**src/rtl/mmio_bus_ctrl_pkg.sv**
```systemverilog
// Shared types and constants for the MMIO bus controller: FSM states, slot map,
// default error read data and small helper functions.
package bus_pkg;

    typedef enum logic [1:0] {
        IDLE   = 2'd0,
        ACCESS = 2'd1,
        RESP   = 2'd2
    } bus_state_t;

    localparam int DEV_MEM  = 0;
    localparam int DEV_FP   = 1;
    localparam int DEV_HEX  = 2;
    localparam int DEV_SW   = 3;
    localparam int DEV_LEDR = 4;
    localparam int DEV_KEY  = 5;

    // Wide all-ones constant; each user slices it down to its own data width.
    localparam logic [63:0] ERR_DATA_ALL = '1;

    // A zero timeout still needs a one-bit counter to keep the logic well formed.
    function automatic int cnt_width(input int timeout);
        return (timeout > 0) ? $clog2(timeout + 1) : 1;
    endfunction

    function automatic logic [7:0] sat_inc(input logic [7:0] value);
        return (value == 8'hFF) ? value : value + 8'd1;
    endfunction

endpackage

```
**src/rtl/mmio_bus_ctrl_if.sv**
```systemverilog
// CPU-side request/response port of the MMIO bus controller. The CPU is the
// master; the controller is the slave.
interface mmio_bus_ctrl_if #(
    parameter int DATA_W = 16,
    parameter int ADDR_W = 16
);
    logic              CpuRead;
    logic              CpuWrite;
    logic [ADDR_W-1:0] CpuAddr;
    logic [DATA_W-1:0] CpuWdata;
    logic [DATA_W-1:0] CpuRdata;
    logic              CpuDone;
    logic              CpuErr;

    modport master (
        output CpuRead, CpuWrite, CpuAddr, CpuWdata,
        input  CpuRdata, CpuDone, CpuErr
    );

    modport slave (
        input  CpuRead, CpuWrite, CpuAddr, CpuWdata,
        output CpuRdata, CpuDone, CpuErr
    );
endinterface

```
**src/rtl/mmio_bus_ctrl_watchdog.sv**
```systemverilog
// Per-access wait counter: counts stalled cycles and flags expiry when the count
// reaches TIMEOUT. It saturates instead of wrapping; TIMEOUT of 0 never expires.
module bus_watchdog
    import bus_pkg::*;
#(
    parameter int TIMEOUT = 255
) (
    input  logic clk,
    input  logic rst_n,
    input  logic clear,
    input  logic enable,
    output logic expire
);
    localparam int              CNT_W = cnt_width(TIMEOUT);
    localparam logic [CNT_W-1:0] LIMIT = CNT_W'(TIMEOUT);

    logic [CNT_W-1:0] count;

    assign expire = (TIMEOUT != 0) && (count == LIMIT);

    // NOTE: reset is sampled on the clock edge, so it sits inside the clocked
    // block as the first branch rather than in the sensitivity list.
    always_ff @(posedge clk) begin
        if (!rst_n) begin
            count <= '0;
        end else if (clear) begin
            count <= '0;
        end else if (enable && !expire && (count != '1)) begin
            count <= count + CNT_W'(1);
        end
    end

endmodule

```
**src/rtl/mmio_bus_ctrl.sv**
```systemverilog
// MMIO bus controller: decodes the top address bits to a peripheral slot and runs
// each access through an IDLE/ACCESS/RESP handshake with timeout and error status.
module mmio_bus_ctrl
    import bus_pkg::*;
#(
    parameter int                DATA_W   = 16,
    parameter int                ADDR_W   = 16,
    parameter int                DEV_BITS = 4,
    parameter int                NUM_DEV  = 6,
    parameter int                TIMEOUT  = 255,
    parameter logic [DATA_W-1:0] ERR_DATA = ERR_DATA_ALL[DATA_W-1:0]
) (
    input  logic                         Clock,
    input  logic                         ResetN,
    mmio_bus_ctrl_if.slave               cpu,
    output logic [NUM_DEV-1:0]           DevSel,
    output logic                         DevRead,
    output logic                         DevWrite,
    output logic [ADDR_W-DEV_BITS-1:0]   DevAddr,
    output logic [DATA_W-1:0]            DevWdata,
    input  logic [NUM_DEV*DATA_W-1:0]    DevRdata,
    input  logic [NUM_DEV-1:0]           DevWaitreq,
    output logic [7:0]                   ErrCount,
    output logic [ADDR_W-1:0]            ErrAddr
);
    localparam int NUM_SLOT = 2 ** DEV_BITS;

    bus_state_t          state;
    logic                op_write;
    logic                err_q;
    logic [ADDR_W-1:0]   addr_q;
    logic [DATA_W-1:0]   wdata_q;
    logic [DATA_W-1:0]   rdata_q;
    logic [DEV_BITS-1:0] idx_q;

    logic [DEV_BITS-1:0] req_idx;
    logic                req_valid;
    logic                decode_err;
    logic                expire;

    // Pad the per-slot inputs out to the full decode range so the latched index
    // can select them directly; unimplemented slots read as idle and zero.
    logic [NUM_SLOT-1:0] waitreq_ext;
    logic [DATA_W-1:0]   rdata_arr [NUM_SLOT];

    always_comb begin
        waitreq_ext                = '0;
        waitreq_ext[NUM_DEV-1:0]   = DevWaitreq;
        for (int i = 0; i < NUM_SLOT; i++) rdata_arr[i] = '0;
        for (int i = 0; i < NUM_DEV; i++)  rdata_arr[i] = DevRdata[i*DATA_W +: DATA_W];
    end

    assign req_idx    = cpu.CpuAddr[ADDR_W-1 -: DEV_BITS];
    assign req_valid  = cpu.CpuRead || cpu.CpuWrite;
    assign decode_err = int'(req_idx) >= NUM_DEV;

    bus_watchdog #(.TIMEOUT(TIMEOUT)) u_watchdog (
        .clk    (Clock),
        .rst_n  (ResetN),
        .clear  (state == RESP),
        .enable ((state == ACCESS) && waitreq_ext[idx_q]),
        .expire (expire)
    );

    // NOTE: every state register uses non-blocking assignment so all of them
    // update together from the values seen at the same edge.
    always_ff @(posedge Clock) begin
        if (!ResetN) begin
            state    <= IDLE;
            op_write <= 1'b0;
            err_q    <= 1'b0;
            addr_q   <= '0;
            wdata_q  <= '0;
            rdata_q  <= '0;
            idx_q    <= '0;
            ErrCount <= '0;
            ErrAddr  <= '0;
        end else begin
            case (state)
                IDLE: begin
                    if (req_valid) begin
                        addr_q   <= cpu.CpuAddr;
                        wdata_q  <= cpu.CpuWdata;
                        op_write <= cpu.CpuWrite;
                        idx_q    <= req_idx;
                        if (decode_err) begin
                            err_q    <= 1'b1;
                            rdata_q  <= cpu.CpuWrite ? '0 : ERR_DATA;
                            ErrCount <= sat_inc(ErrCount);
                            ErrAddr  <= cpu.CpuAddr;
                            state    <= RESP;
                        end else begin
                            state <= ACCESS;
                        end
                    end
                end

                ACCESS: begin
                    // A slot that is ready wins over a coincident timeout.
                    if (!waitreq_ext[idx_q]) begin
                        rdata_q <= op_write ? '0 : rdata_arr[idx_q];
                        state   <= RESP;
                    end else if (expire) begin
                        err_q    <= 1'b1;
                        rdata_q  <= op_write ? '0 : ERR_DATA;
                        ErrCount <= sat_inc(ErrCount);
                        ErrAddr  <= addr_q;
                        state    <= RESP;
                    end
                end

                RESP: begin
                    err_q   <= 1'b0;
                    rdata_q <= '0;
                    state   <= IDLE;
                end

                default: state <= IDLE;
            endcase
        end
    end

    always_comb begin
        DevSel = '0;
        for (int i = 0; i < NUM_DEV; i++) begin
            DevSel[i] = (state == ACCESS) && (idx_q == DEV_BITS'(i));
        end
    end

    assign DevRead      = (state == ACCESS) && !op_write;
    assign DevWrite     = (state == ACCESS) && op_write;
    assign DevAddr      = addr_q[ADDR_W-DEV_BITS-1:0];
    assign DevWdata     = wdata_q;

    assign cpu.CpuDone  = (state == RESP);
    assign cpu.CpuErr   = (state == RESP) && err_q;
    assign cpu.CpuRdata = rdata_q;

endmodule
```
**src/flat_wrapper.sv**
```systemverilog
// flat-port wrapper written by rule: the top's interface ports become plain ports
module mmio_bus_ctrl_flat import bus_pkg::*;
#(
    parameter int                DATA_W   = 16,
    parameter int                ADDR_W   = 16,
    parameter int                DEV_BITS = 4,
    parameter int                NUM_DEV  = 6,
    parameter int                TIMEOUT  = 255,
    parameter logic [DATA_W-1:0] ERR_DATA = ERR_DATA_ALL[DATA_W-1:0]
)
  (Clock, ResetN, DevSel, DevRead, DevWrite, DevAddr, DevWdata, DevRdata, DevWaitreq, ErrCount, ErrAddr, cpu_CpuRead, cpu_CpuWrite, cpu_CpuAddr, cpu_CpuWdata, cpu_CpuRdata, cpu_CpuDone, cpu_CpuErr);
  mmio_bus_ctrl_if #(.DATA_W(DATA_W), .ADDR_W(ADDR_W)) cpu_i ();
  input  logic Clock;
  input  logic ResetN;
  output logic [NUM_DEV-1:0] DevSel;
  output logic DevRead;
  output logic DevWrite;
  output logic [ADDR_W-DEV_BITS-1:0] DevAddr;
  output logic [DATA_W-1:0] DevWdata;
  input  logic [NUM_DEV*DATA_W-1:0] DevRdata;
  input  logic [NUM_DEV-1:0] DevWaitreq;
  output logic [7:0] ErrCount;
  output logic [ADDR_W-1:0] ErrAddr;
  input wire logic [$bits(cpu_i.CpuRead)-1:0] cpu_CpuRead;
  input wire logic [$bits(cpu_i.CpuWrite)-1:0] cpu_CpuWrite;
  input wire logic [$bits(cpu_i.CpuAddr)-1:0] cpu_CpuAddr;
  input wire logic [$bits(cpu_i.CpuWdata)-1:0] cpu_CpuWdata;
  output wire logic [$bits(cpu_i.CpuRdata)-1:0] cpu_CpuRdata;
  output wire logic [$bits(cpu_i.CpuDone)-1:0] cpu_CpuDone;
  output wire logic [$bits(cpu_i.CpuErr)-1:0] cpu_CpuErr;
  assign cpu_i.CpuRead = cpu_CpuRead;
  assign cpu_i.CpuWrite = cpu_CpuWrite;
  assign cpu_i.CpuAddr = cpu_CpuAddr;
  assign cpu_i.CpuWdata = cpu_CpuWdata;
  assign cpu_CpuRdata = cpu_i.CpuRdata;
  assign cpu_CpuDone = cpu_i.CpuDone;
  assign cpu_CpuErr = cpu_i.CpuErr;
  mmio_bus_ctrl #(.DATA_W(DATA_W), .ADDR_W(ADDR_W), .DEV_BITS(DEV_BITS), .NUM_DEV(NUM_DEV), .TIMEOUT(TIMEOUT), .ERR_DATA(ERR_DATA)) u_core (.Clock(Clock), .ResetN(ResetN), .cpu(cpu_i), .DevSel(DevSel), .DevRead(DevRead), .DevWrite(DevWrite), .DevAddr(DevAddr), .DevWdata(DevWdata), .DevRdata(DevRdata), .DevWaitreq(DevWaitreq), .ErrCount(ErrCount), .ErrAddr(ErrAddr));
endmodule
```
**config.mk**
```make
export PLATFORM = sky130hd
export DESIGN_NAME = mmio_bus_ctrl_flat
export DESIGN_NICKNAME = d
export VERILOG_FILES = /design/src/rtl/mmio_bus_ctrl_pkg.sv /design/src/rtl/mmio_bus_ctrl_if.sv /design/src/rtl/mmio_bus_ctrl_watchdog.sv /design/src/rtl/mmio_bus_ctrl.sv /design/src/flat_wrapper.sv
export SDC_FILE = /design/constraint.sdc
export NUM_CORES = 1
export LEC_CHECK = 0
export ABC_AREA = 1
export CAP_MARGIN = 10
export CORE_MARGIN = 4
export CORE_UTILIZATION = 55
export DETAILED_ROUTE_END_ITERATION = 6
export DONT_BUFFER_PORTS = 1
export HOLD_SLACK_MARGIN = 0.08
export PLACE_DENSITY = 0.7
export SLEW_MARGIN = 15
export SYNTH_ARGS = -nofsm -noshare
export SYNTH_HDL_FRONTEND = slang
export SYNTH_SLANG_ARGS = --single-unit
```
**constraint.sdc**
```tcl
create_clock -name Clock -period 1.8 [get_ports Clock]
set_input_delay 0.36 -clock Clock [delete_from_list [all_inputs] [get_ports Clock]]
set_output_delay 0.36 -clock Clock [all_outputs]
set_load 0.01 [all_outputs]
```
==> implementation parameters, run 1 <==
Parameter                              Value

Critical path
  Data arrival time of the critical path ... 1.44 ns
  CP peak stage delay ... 0.34 ns
  Kind of cell with the highest combined delay on the critical path ... flip-flops
  CP startpoint kind ... register
  Critical path buffers and inverters ... 2
  Critical setup path kind ... reg2out
  Critical Path RT ... 1.44 ns
  Cell-by-cell trace of the critical path ... inv_2, ha_4, nand2_2, nor3_4, buf_6
  Critical path's slowest cell ... dfxtp_2
  Biggest fanout along the worst timing path ... 4
  Type of element capturing the critical path ... primary output

Synth
  Biggest area consumer among synthesized cells ... dfxtp_1
  Syn. warnings ... 0
  Gate Count Post-Synth ... 853
  Post-synthesis sequential area ratio ... 33.4%
  Syn_area_per_cell ... 5.91 um^2
  Arithmetic-cell share of the synthesized area counting full adders, half adders and majority gates ... 1.49%
  Synth Flop Type ... dfxtp_1
  Top cell types by occurrence after synthesis ... 311 x nand2_1, 137 x nor2_1, 84 x dfxtp_1
  Syn nets ... 997
  Register bit count reported by yosys ... 84
  Combinational family with the most area after synthesis ... simple AND/OR/NAND/NOR gates
  Largest cells by area after synthesis ... dfxtp_1 33%, nand2_1 23%, nor2_1 10%
  Count of cell types in the netlist ... 25
  Post-Synth XOR/XNOR Area ... 1.91%
  Compound-Gate Fraction of Synth Area ... 7.75%
  Number of flops mapped to enable cells by yosys ... 0
  Syn Std Cell Area ... 0.00504 mm^2
  Multiplexer share of the synthesized area ... 0%
  Synth async-reset ratio ... 0%
  Fraction of the mapped netlist area in simple logic gates ... 43.4%
  Most frequent cell after synthesis ... nand2_1
  Area share of the leading cell type in the synthesized netlist ... 33.4%

Power
  Leakage component of the power ... 0.00279 uW
  Power per cell area ... 1180 mW/mm^2
  Relative contribution of sequential cells to total power ... 39.3%
  Fraction of power consumed by combinational cells ... 38.4%
  Fraction of power spent switching nets ... 43.1%
  Reported net switching power ... 2880 uW
  Internal power contribution ... 3810 uW
  Total power consumption of the routed design ... 6700 uW
  Clock share of power ... 22.3%
  Worst voltage drop across the vdd grid ... 692 uV

GRT
  Initial antenna violation count ... 0
  Global-route wire length before repair ... 23700 um
  Maximum number of pins on one net before global-route repair ... 54
  Residual overflow from global routing ... 0
  GR Util All Layers ... 26.5%
  Vias in the first global route ... 4835

Timing
  Measured slew at the worst slew-check pin ... 0.587 ns
  Setup repair after global routing missed its margin ... yes
  Final worst-path cycle share ... 99.9%
  Sum Neg Setup Slack ... 0 ns
  Worst slew slack as a fraction of its limit ... 60.8%
  Worst clock skew ... 0.0105 ns
  Hold Vio Cnt, Final ... 0
  Count of endpoints failing setup in the final report ... 0
  Number of pins exceeding their max-slew limit in the final report ... 0
  Tmin final ... 1.80 ns
  Highest clock rate ... 556 MHz

Job
  Max-capacitance violation count ... 0

Routing
  Residual DRC count ... 0
  Detailed-route wire length ... 15200 um
  Via total after detailed routing ... 5244
  Detailed Route Iter0 Violations ... 286
  Vias per cell ... 5.43
  WL per Instance ... 15.8 um
  Number of nets with antenna violations after routing ... 0
  Drt first pass iters ... 5

CTS
  Clock input transition at the sequential cells of the worst setup and hold paths ... 0.10 ns
  CTS tree ... done
  Number of buffers added by the clock tree synthesis step ... 9
  CTS max path bufs ... 2
  Post-cts hold buffer count ... 0
  CTS sink cnt ... 84
  Clock latency at the later pin of the worst-skew pair ... 0.37 ns
  Clock root buffer ... clkbuf_8
  Clock H-tree levels ... 3

Run status
  Status ... finished, final reports clean

Layout
  Area added between synthesis and finish ... 12.5%
  Antenna cell count ... 0
  Design Area, Final ... 0.00567 mm^2
  Layout cells sized above 1 ... 12.7%
  Final Net Count ... 997

Min path
  Worst hold path type ... in2reg

Place
  Port-buffer cells ... 0
  Placement Cell Area ... 0.00517 mm^2
  HPWL Detailed ... 11300 um
  Routability-driven placement congestion ratio ... 0.892

Die
  Num ports ... 216
  Core Footprint ... 0.00881 mm^2
  Die outline height ... 104 um
  Die area ... 0.0108 mm^2
  Die boundary width ... 104 um
  Row cnt ... 34
  Effective utilization at floorplan ... 57.2%
[cell usage in the layout (no fill, tap or decap), types with 2 or more instances in the layout]
cell,instances
buf_4,32
dfxtp_1,79
nand4_1,27
nand3_4,5
inv_1,73
nor3_1,2
ha_1,4
buf_6,8
o21ai_0,34
nor2_2,6
inv_4,2
nand2_2,6
dfxtp_2,4
nor2_1,131
nor3_4,4
nand2_4,2
nor2_4,5
inv_8,2
clkbuf_8,9
xor2_1,7
xnor2_1,4
inv_2,10
nand3_1,40
nand2_1,306
buf_12,2
a21oi_1,41
[state kept, by name (all words and copies together) (netlist names), 2 cells and up]
name,flops
u_core.DevWdata,16
u_core.ErrAddr,16
u_core.ErrCount,8
u_core.addr_q,12
u_core.cpu.CpuRdata,16
u_core.idx_q,4
u_core.state,2
u_core.u_watchdog.count,8
[power groups by stage]
stage	Sequential (uW)	Combinational [uW]	Clock [uW]
floorplan	2530	1830	0
global placement	2650	2230	0
detailed placement	2660	2290	0
CTS	2630	2380	1500
global route	2670	2910	1570
finish	2630	2570	1490
[stage by stage]
step           hold slack [ns]  worst slack (ns)  std cells  util (%)
3_5_place_dp             0.466           -0.0805        942      58.7
4_1_cts                  0.100          -0.00491        962      62.6
5_1_grt                  0.115           -0.0942        966      64.4
6_report                 0.119           0.00181        966      64.4
2_1_floorplan            0.439             0.149        853         -
3_3_place_gp             0.451          -0.00649        942      58.7
[worst register-to-register path, cell delays in order, from the launching register on]
cell     delay [ns]
dfxtp_1        0.38
ha_2           0.22
nand2_1        0.07
nor2_2         0.15
a21oi_2        0.12
nor2_4         0.15
buf_12         0.15
buf_6          0.13
nand4_1        0.10
a21oi_1        0.18
[metal layers]
metal	vias up	share of wire, %	wire [um]	GRT usage (%)
li1	2626	-	-	-
met1	2365	41	6270	34.0
met2	227	48	7360	43.1
met3	26	8.3	1260	7.40
met4	0	2.3	355	8.93
met5	-	0	0	0
[kinds of logic (layout without fill, tap and decap cells)]
family / count (synthesis) / after routing
AO/OA/AOI/OAI: 78 / 78
XOR/XNOR: 11 / 11
adder cells (fa/ha/maj): 6 / 6
buffers and inverters: 140 / 144
flip-flops: 84 / 84
AND/OR/NAND/NOR: 534 / 535
[what timing repair did]
item                       in CTS  in global routing
hold endpoints to repair        0                  0
pin swaps                       5                  5
setup buffers                   4                  2
setup endpoints to repair      49                 56
resized for setup              23                 34
cloned                          0                  2
[cell type report]
type	count	area (um^2)
timing repair buffer	43	385
clock buffer	9	124
tap	108	135
sequential	84	1690
fill	835	3140
inverter	85	324
clock inverter	7	93.8
multi-input combinational	630	2920
[path summary, 6_finish.rpt]
path                                                 start                  to  slack (ns)  depth (start not counted)
worst max register to register  u_core.u_watchdog.count[1]   u_core.ErrAddr[1]        0.07                          9
worst min register to register                u_core.err_q        u_core.err_q        0.48                          2
worst max-delay path                       u_core.state[1]           DevSel[1]       0.002                          5
worst min-delay path                                ResetN  u_core.DevWdata[3]        0.12                          2
Note: power is estimated with default switching activity, not from simulation.
==> inputs of run 2 (changes only) <==
--- a/config.mk
+++ b/config.mk
@@ -8,11 +8,11 @@
 export ABC_AREA = 1
 export CAP_MARGIN = 10
 export CORE_MARGIN = 4
-export CORE_UTILIZATION = 55
+export CORE_UTILIZATION = 57
 export DETAILED_ROUTE_END_ITERATION = 6
 export DONT_BUFFER_PORTS = 1
 export HOLD_SLACK_MARGIN = 0.08
-export PLACE_DENSITY = 0.7
+export PLACE_DENSITY = 0.72
 export SLEW_MARGIN = 15
 export SYNTH_ARGS = -nofsm -noshare
 export SYNTH_HDL_FRONTEND = slang
==> run 2 against run 1 <==
Clock-buffer cell count is the same. Clock skew is 0.012 ns higher. Final area is 0.88% higher. Cell count up 0.52%. First-iteration DRC count increased by 36%. Global-route usage fell by 0.073 points. Clock power shrank 4%. Die area fell by 3.2%. Register-to-register slack is essentially flat.
==> implementation parameters, run 2 (synthesized netlist as in run 1, its figures left out) <==
Parameter                              Value

Critical path
  R2r startpoint ... u_core.idx_q[0] (was u_core.u_watchdog.count[1])
  Register-to-register path setup slack ... 0.08 ns (was 0.07 ns)
  CP startpoint kind ... register (unchanged)
  Data arrival time of the critical path ... 1.41 ns (was 1.44 ns)
  Biggest fanout along the worst timing path ... 9 (was 4)
  Worst reg2reg path depth ... 12 (was 9)
  Type of element capturing the critical path ... primary output (unchanged)
  Most frequent cell on the critical path ... inv_2
  Critical Path RT ... 1.44 ns (about the same)
  Cell-by-cell trace of the critical path ... inv_2, ha_4, inv_2, buf_12, nor3_4, buf_6 (was inv_2, ha_4, nand2_2, nor3_4, buf_6)
  Critical path buffers and inverters ... 4 (was 2)
  Kind of cell with the highest combined delay on the critical path ... buffers and inverters (was flip-flops)
  Critical path's slowest cell ... dfxtp_2 (unchanged)
  Critical setup path kind ... reg2out (unchanged)
  CP peak stage delay ... 0.33 ns (was 0.34 ns)
  Worst reg2reg endpoint ... u_core.cpu.CpuRdata[10] (was u_core.ErrAddr[1])

GRT
  GR Util All Layers ... 26.5% (about the same)
  Initial antenna violation count ... 0 (unchanged)
  Vias in the first global route ... 4699 (was 4835)
  Maximum number of pins on one net before global-route repair ... 54 (unchanged)
  Global-route wire length before repair ... 22300 um (was 23700 um)
  Residual overflow from global routing ... 0 (unchanged)

Die
  Die area ... 0.0104 mm^2 (was 0.0108 mm^2)
  Die boundary width ... 102 um (was 104 um)
  Num ports ... 216 (unchanged)
  Core Footprint ... 0.00868 mm^2 (was 0.00881 mm^2)
  Row cnt ... 34 (unchanged)
  Die outline height ... 102 um (was 104 um)
  Effective utilization at floorplan ... 58.1% (was 57.2%)

Layout
  Area added between synthesis and finish ... 13.5% (was 12.5%)
  End-of-flow core utilization ... 65.9% (was 64.4%)
  Leading cell type in the layout, fill and taps excluded ... nand2_1 (unchanged)
  Design Area, Final ... 0.00572 mm^2 (was 0.00567 mm^2)
  Final Net Count ... 1002 (was 997)
  Top library cells by usage in the layout, fill and taps aside ... 308 x nand2_1, 133 x nor2_1, 78 x dfxtp_1 (was 306 x nand2_1, 131 x nor2_1, 79 x dfxtp_1)
  Layout cells sized above 1 ... 13.0% (was 12.7%)
  Number of filler cells placed in the layout ... 770 (was 835)
  Antenna cell count ... 0 (unchanged)

CTS
  Clock H-tree levels ... 3 (unchanged)
  Clock input transition at the sequential cells of the worst setup and hold paths ... 0.10 ns (about the same)
  Post-cts hold buffer count ... 0 (unchanged)
  Number of buffers added by the clock tree synthesis step ... 9 (unchanged)
  CTS tree ... done (unchanged)
  Clock root buffer ... clkbuf_8 (unchanged)
  Clock latency at the later pin of the worst-skew pair ... 0.37 ns (about the same)
  CTS sink cnt ... 84 (unchanged)
  CTS max path bufs ... 2 (unchanged)

Timing
  Worst slew slack as a fraction of its limit ... 59.2% (was 60.8%)
  Hold Vio Cnt, Final ... 0 (unchanged)
  Post-Route Hold Slack ... 0.121 ns (was 0.119 ns)
  Setup repair after global routing missed its margin ... yes (unchanged)
  Sum Neg Setup Slack ... 0 ns (unchanged)
  Final worst-path cycle share ... 98.2% (was 99.9%)
  Highest clock rate ... 566 MHz (was 556 MHz)
  Number of pins exceeding their max-slew limit in the final report ... 0 (unchanged)
  Count of endpoints failing setup in the final report ... 0 (unchanged)
  Tmin final ... 1.77 ns (was 1.80 ns)
  Measured slew at the worst slew-check pin ... 0.612 ns (was 0.587 ns)
  Worst clock skew ... 0.0222 ns (was 0.0105 ns)

Place
  HPWL Detailed ... 10700 um (was 11300 um)
  Placement Cell Area ... 0.00516 mm^2 (was 0.00517 mm^2)
  Port-buffer cells ... 0 (unchanged)
  Routability-driven placement congestion ratio ... 0.868 (was 0.892)

Routing
  Number of nets with antenna violations after routing ... 0 (unchanged)
  Via total after detailed routing ... 5226 (was 5244)
  Vias per cell ... 5.38 (was 5.43)
  Residual DRC count ... 0 (unchanged)
  WL per Instance ... 15.3 um (was 15.8 um)
  Drt first pass iters ... 6 (was 5)
  Detailed-route wire length ... 14800 um (was 15200 um)
  Detailed Route Iter0 Violations ... 389 (was 286)

Run status
  Status ... finished, final reports clean (unchanged)

Power
  Clock share of power ... 21.4% (was 22.3%)
  Power per cell area ... 1170 mW/mm^2 (was 1180 mW/mm^2)
  Reported net switching power ... 2830 uW (was 2880 uW)
  Fraction of power spent switching nets ... 42.1% (was 43.1%)
  Leakage component of the power ... 0.00282 uW (was 0.00279 uW)
  Fraction of power consumed by combinational cells ... 39.7% (was 38.4%)
  Internal power contribution ... 3890 uW (was 3810 uW)
  Worst voltage drop across the vdd grid ... 627 uV (was 692 uV)
  Relative contribution of sequential cells to total power ... 39.0% (was 39.3%)

Min path
  Startpoint of the tightest hold check path ... cpu_CpuWdata[15] (was ResetN)
  Worst hold path type ... in2reg (unchanged)
  Endpoint, Worst Hold ... u_core.DevWdata[15] (was u_core.DevWdata[3])
  Worst Hold Depth ... 2 (unchanged)

Job
  Max-capacitance violation count ... 0 (unchanged)
==> run 2: cell types whose count changed in the layout (fill, tap and decap cells not counted), sizes merged <==
| cell | change |
|---|---|
| inv | +1 |
| buf | +3 |
| clkbuf | +2 |
| clkinv | -1 |
==> run 2: worst max path at each step <==
stage                          startpoint                     end  slack, ns  cells past startpoint
3_5_place_dp              u_core.state[0]      u_core.ErrCount[6]      0.009                      8
5_1_grt                   u_core.state[0]         u_core.idx_q[2]      -0.07                      7
6_report                  u_core.state[1]               DevSel[0]       0.03                      6
2_1_floorplan             u_core.state[0]      u_core.ErrAddr[10]       0.15                      9
4_1_cts                   u_core.state[1]               DevSel[3]      0.006                      7
3_3_place_gp   u_core.u_watchdog.count[1]  u_core.cpu.CpuRdata[9]       0.11                      9
==> run 2: area by class of cell <==
class / count / area, um^2 / share of cell area [%]
Multi-Input combinational cell: 630 / 2880 / 50.3
Sequential cell: 84 / 1690 / 29.6
Timing Repair Buffer: 48 / 489 / 8.55
Inverter: 85 / 322 / 5.62
Tap cell: 108 / 135 / 2.36
Clock buffer: 9 / 124 / 2.17
Clock inverter: 7 / 80.1 / 1.40
==> run 2: layer usage <==
| layer | track usage [%] | wire length (um) | vias to the layer above |
|---|---|---|---|
| met5 | 0 | 0 | - |
| met3 | 5.60 | 1200 | 24 |
| met2 | 43.2 | 7320 | 223 |
| met1 | 36.1 | 6100 | 2337 |
| met4 | 6.05 | 222 | 0 |
| li1 | - | - | 2642 |
==> run 2: what timing repair did <==
action | CTS | global route
cloned | 0 | 4
pin swaps | 3 | 12
buffers inserted | 3 | 8
endpoints found under the setup margin | 6 | 55
gates resized for setup | 21 | 32
==> run 2: power by group through the flow <==
stage	sequential, uW	clock (uW)	combinational [uW]
3_3_place_gp	2660	0	2240
6_report	2620	1430	2670
3_5_place_dp	2660	0	2300
5_1_grt	2650	1510	3020
2_1_floorplan	2530	0	1830
4_1_cts	2620	1430	2380
==> run 2: stage by stage <==
stage          std cells  power (uW)  setup WS, ns
2_1_floorplan        853        4360         0.149
3_3_place_gp         940        4890         0.109
3_5_place_dp         940        4960       0.00934
4_1_cts              959        6440       0.00637
5_1_grt              971        7180       -0.0728
6_report             971        6720        0.0322
==> run 2: worst register-to-register path: stages (launching register included) <==
cell,delay [ns]
dfxtp_4,0.39
buf_4,0.15
nand2_1,0.05
nand2_1,0.05
nand2_1,0.05
nand2_1,0.06
nand2_1,0.12
nand2_2,0.10
nand2_2,0.16
nand3_2,0.12
buf_12,0.17
nor2_1,0.12
nor2_1,0.06
==> inputs of run 3 (changes only) <==
--- a/config.mk
+++ b/config.mk
@@ -6,7 +6,7 @@
 export NUM_CORES = 1
 export LEC_CHECK = 0
 export ABC_AREA = 1
-export CAP_MARGIN = 10
+export CAP_MARGIN = 0
 export CORE_MARGIN = 4
 export CORE_UTILIZATION = 57
 export DETAILED_ROUTE_END_ITERATION = 6
==> constraint.sdc (replaced) <==
create_clock -name Clock -period 1.95 [get_ports Clock]
set_input_delay 0.39 -clock Clock [delete_from_list [all_inputs] [get_ports Clock]]
set_output_delay 0.39 -clock Clock [all_outputs]
set_load 0.01 [all_outputs]
==> run 3 against run 2 <==
Total power shrank 14%. Sequential power shrank 7%. Via count shrank 2.8%. Hold slack gained 0.029 ns. Global-route usage shrank 0.18 points. Cell count shrank 2.1%. Flip-flop and latch count is the same. Largest cell class unchanged. Largest power group is now sequential cells.
==> implementation parameters, run 3 (synthesized netlist as in run 1, its figures left out) <==
Parameter                              Value

Timing
  Post-Route Hold Slack ... 0.150 ns (was 0.121 ns)
  Tmin final ... 1.90 ns
  Highest clock rate ... 526 MHz
  Setup repair after global routing missed its margin ... yes (unchanged)
  Hold Vio Cnt, Final ... 0 (unchanged)
  Count of endpoints failing setup in the final report ... 0 (unchanged)
  Number of pins exceeding their max-slew limit in the final report ... 0 (unchanged)
  Worst slew slack as a fraction of its limit ... 65.2% (was 59.2%)
  Final worst-path cycle share ... 97.4%
  Sum Neg Setup Slack ... 0 ns (unchanged)
  Worst path setup slack after routing ... 0.0498 ns (was 0.0322 ns)
  Measured slew at the worst slew-check pin ... 0.521 ns (was 0.612 ns)
  Worst clock skew ... 0.0102 ns (was 0.0222 ns)

CTS
  CTS max path bufs ... 2 (unchanged)
  CTS sink cnt ... 84 (unchanged)
  Clock input transition at the sequential cells of the worst setup and hold paths ... 0.10 ns (about the same)
  CTS tree ... done (unchanged)
  Number of buffers added by the clock tree synthesis step ... 9 (unchanged)
  Clock root buffer ... clkbuf_8 (unchanged)
  Clock H-tree levels ... 3 (unchanged)
  Clock latency at the later pin of the worst-skew pair ... 0.37 ns (about the same)

Routing
  Number of nets with antenna violations after routing ... 0 (unchanged)
  Via total after detailed routing ... 5080 (was 5226)
  Detailed-route wire length ... 14400 um (was 14800 um)
  WL per Instance ... 15.2 um (was 15.3 um)
  Residual DRC count ... 0 (unchanged)
  Drt first pass iters ... 5 (was 6)
  Detailed Route Iter0 Violations ... 378 (was 389)
  Vias per cell ... 5.34 (was 5.38)

Power
  Reported net switching power ... 2510 uW (was 2830 uW)
  Power per cell area ... 1070 mW/mm^2 (was 1170 mW/mm^2)
  Internal power contribution ... 3260 uW (was 3890 uW)
  Fraction of power spent switching nets ... 43.5% (was 42.1%)
  Leakage component of the power ... 0.00267 uW (was 0.00282 uW)
  Worst voltage drop across the vdd grid ... 563 uV (was 627 uV)
  Total power consumption of the routed design ... 5770 uW (was 6720 uW)
  Relative contribution of sequential cells to total power ... 42.2% (was 39.0%)
  Clock share of power ... 20.8% (was 21.4%)
  Fraction of power consumed by combinational cells ... 37.0% (was 39.7%)

Layout
  Antenna cell count ... 0 (unchanged)
  Area added between synthesis and finish ... 7.20% (was 13.5%)
  Leading cell type in the layout, fill and taps excluded ... nand2_1 (unchanged)
  Number of filler cells placed in the layout ... 834 (was 770)
  Layout cells sized above 1 ... 9.61% (was 13.0%)
  Final Net Count ... 982 (was 1002)
  Top library cells by usage in the layout, fill and taps aside ... 310 x nand2_1, 134 x nor2_1, 80 x dfxtp_1 (was 308 x nand2_1, 133 x nor2_1, 78 x dfxtp_1)
  End-of-flow core utilization ... 62.2% (was 65.9%)

Job
  Max-capacitance violation count ... 0 (unchanged)

Critical path
  Most frequent cell on the critical path ... nand2_1 (was inv_2)
  Biggest fanout along the worst timing path ... 9 (unchanged)
  Critical Path RT ... 1.56 ns (was 1.44 ns)
  Register-to-register path setup slack ... 0.15 ns (was 0.08 ns)
  Cell-by-cell trace of the critical path ... inv_2, ha_4, buf_12, nand2_1, inv_1, nand2_1, nor2_1 (was inv_2, ha_4, inv_2, buf_12, nor3_4, buf_6)
  CP peak stage delay ... 0.34 ns (was 0.33 ns)
  Critical path's slowest cell ... dfxtp_2 (unchanged)
  Kind of cell with the highest combined delay on the critical path ... flip-flops (was buffers and inverters)
  Data arrival time of the critical path ... 1.51 ns (was 1.41 ns)
  Critical path buffers and inverters ... 3 (was 4)
  Critical setup path kind ... reg2out (unchanged)
  Type of element capturing the critical path ... primary output (unchanged)
  CP startpoint kind ... register (unchanged)

Place
  Post-place setup slack ... -0.0333 ns (was 0.00934 ns)
  HPWL Detailed ... 10700 um (about the same)
  Routability-driven placement congestion ratio ... 0.885 (was 0.868)
  Port-buffer cells ... 0 (unchanged)

Die
  Die boundary width ... 102 um (unchanged)
  Row cnt ... 34 (unchanged)
  Die area ... 0.0104 mm^2 (unchanged)
  Effective utilization at floorplan ... 58.1% (unchanged)
  Core Footprint ... 0.00868 mm^2 (unchanged)
  Die outline height ... 102 um (unchanged)
  Num ports ... 216 (unchanged)

Run status
  Status ... finished, final reports clean (unchanged)

GRT
  Global-route wire length before repair ... 21900 um (was 22300 um)
  Maximum number of pins on one net before global-route repair ... 54 (unchanged)
  Residual overflow from global routing ... 0 (unchanged)
  GR Util All Layers ... 26.3% (was 26.5%)
  Initial antenna violation count ... 0 (unchanged)
  Vias in the first global route ... 4496 (was 4699)

Min path
  Worst hold path type ... in2reg (unchanged)
-- run 3: changes by cell type in the layout (fill, tap and decap cells not counted), sizes merged --
cell    change
buf        -19
inv         -2
clkbuf      -2
nor2        +1
clkinv      +3
bufinv      -1
-- run 3: final timing paths --
check / cells after the start / end / startpoint
worst max register to register: 9 / u_core.ErrAddr[2] / u_core.state[0]
worst min-delay path: 2 / u_core.DevWdata[13] / ResetN
worst max-delay path: 7 / DevSel[3] / u_core.state[1]
worst min register to register: 2 / u_core.err_q / u_core.err_q
-- run 3: metrics by stage --
step | cell area [um^2] | std cells
after floorplan | 5040 | 853
after global placement | 5050 | 928
after detailed placement | 5050 | 928
after CTS | 5270 | 944
after global routing | 5400 | 951
final | 5400 | 951
-- run 3: power groups by stage --
stage	sequential (uW)	clock (uW)	combinational (uW)
finish	2440	1200	2140
global route	2470	1280	2450
CTS	2430	1200	2010
detailed placement	2470	0	1980
global placement	2460	0	1940
floorplan	2330	0	1690
-- run 3: repair_timing --
item	CTS	global route
pin swaps	1	4
gates resized for setup	9	18
endpoints found under the hold margin	0	0
gates cloned	0	2
hold buffers	0	0
endpoints found under the setup margin	14	53
buffers inserted	0	5
-- run 3: area by class of cell --
class	instances	area (um^2)	area share, %
multi-input combinational	631	2850	52.7
sequential	84	1690	31.2
inverter	85	322	5.95
timing repair buffer	27	228	4.22
tap	108	135	2.50
clock buffer	9	124	2.29
clock inverter	7	61.3	1.14
-- run 3: layer usage --
layer	GRT usage (%)	vias up	wire, um
met5	0	-	0
met4	6.86	0	225
met3	7.10	19	1110
met2	42.2	199	7060
met1	35.2	2259	6060
li1	-	2603	-
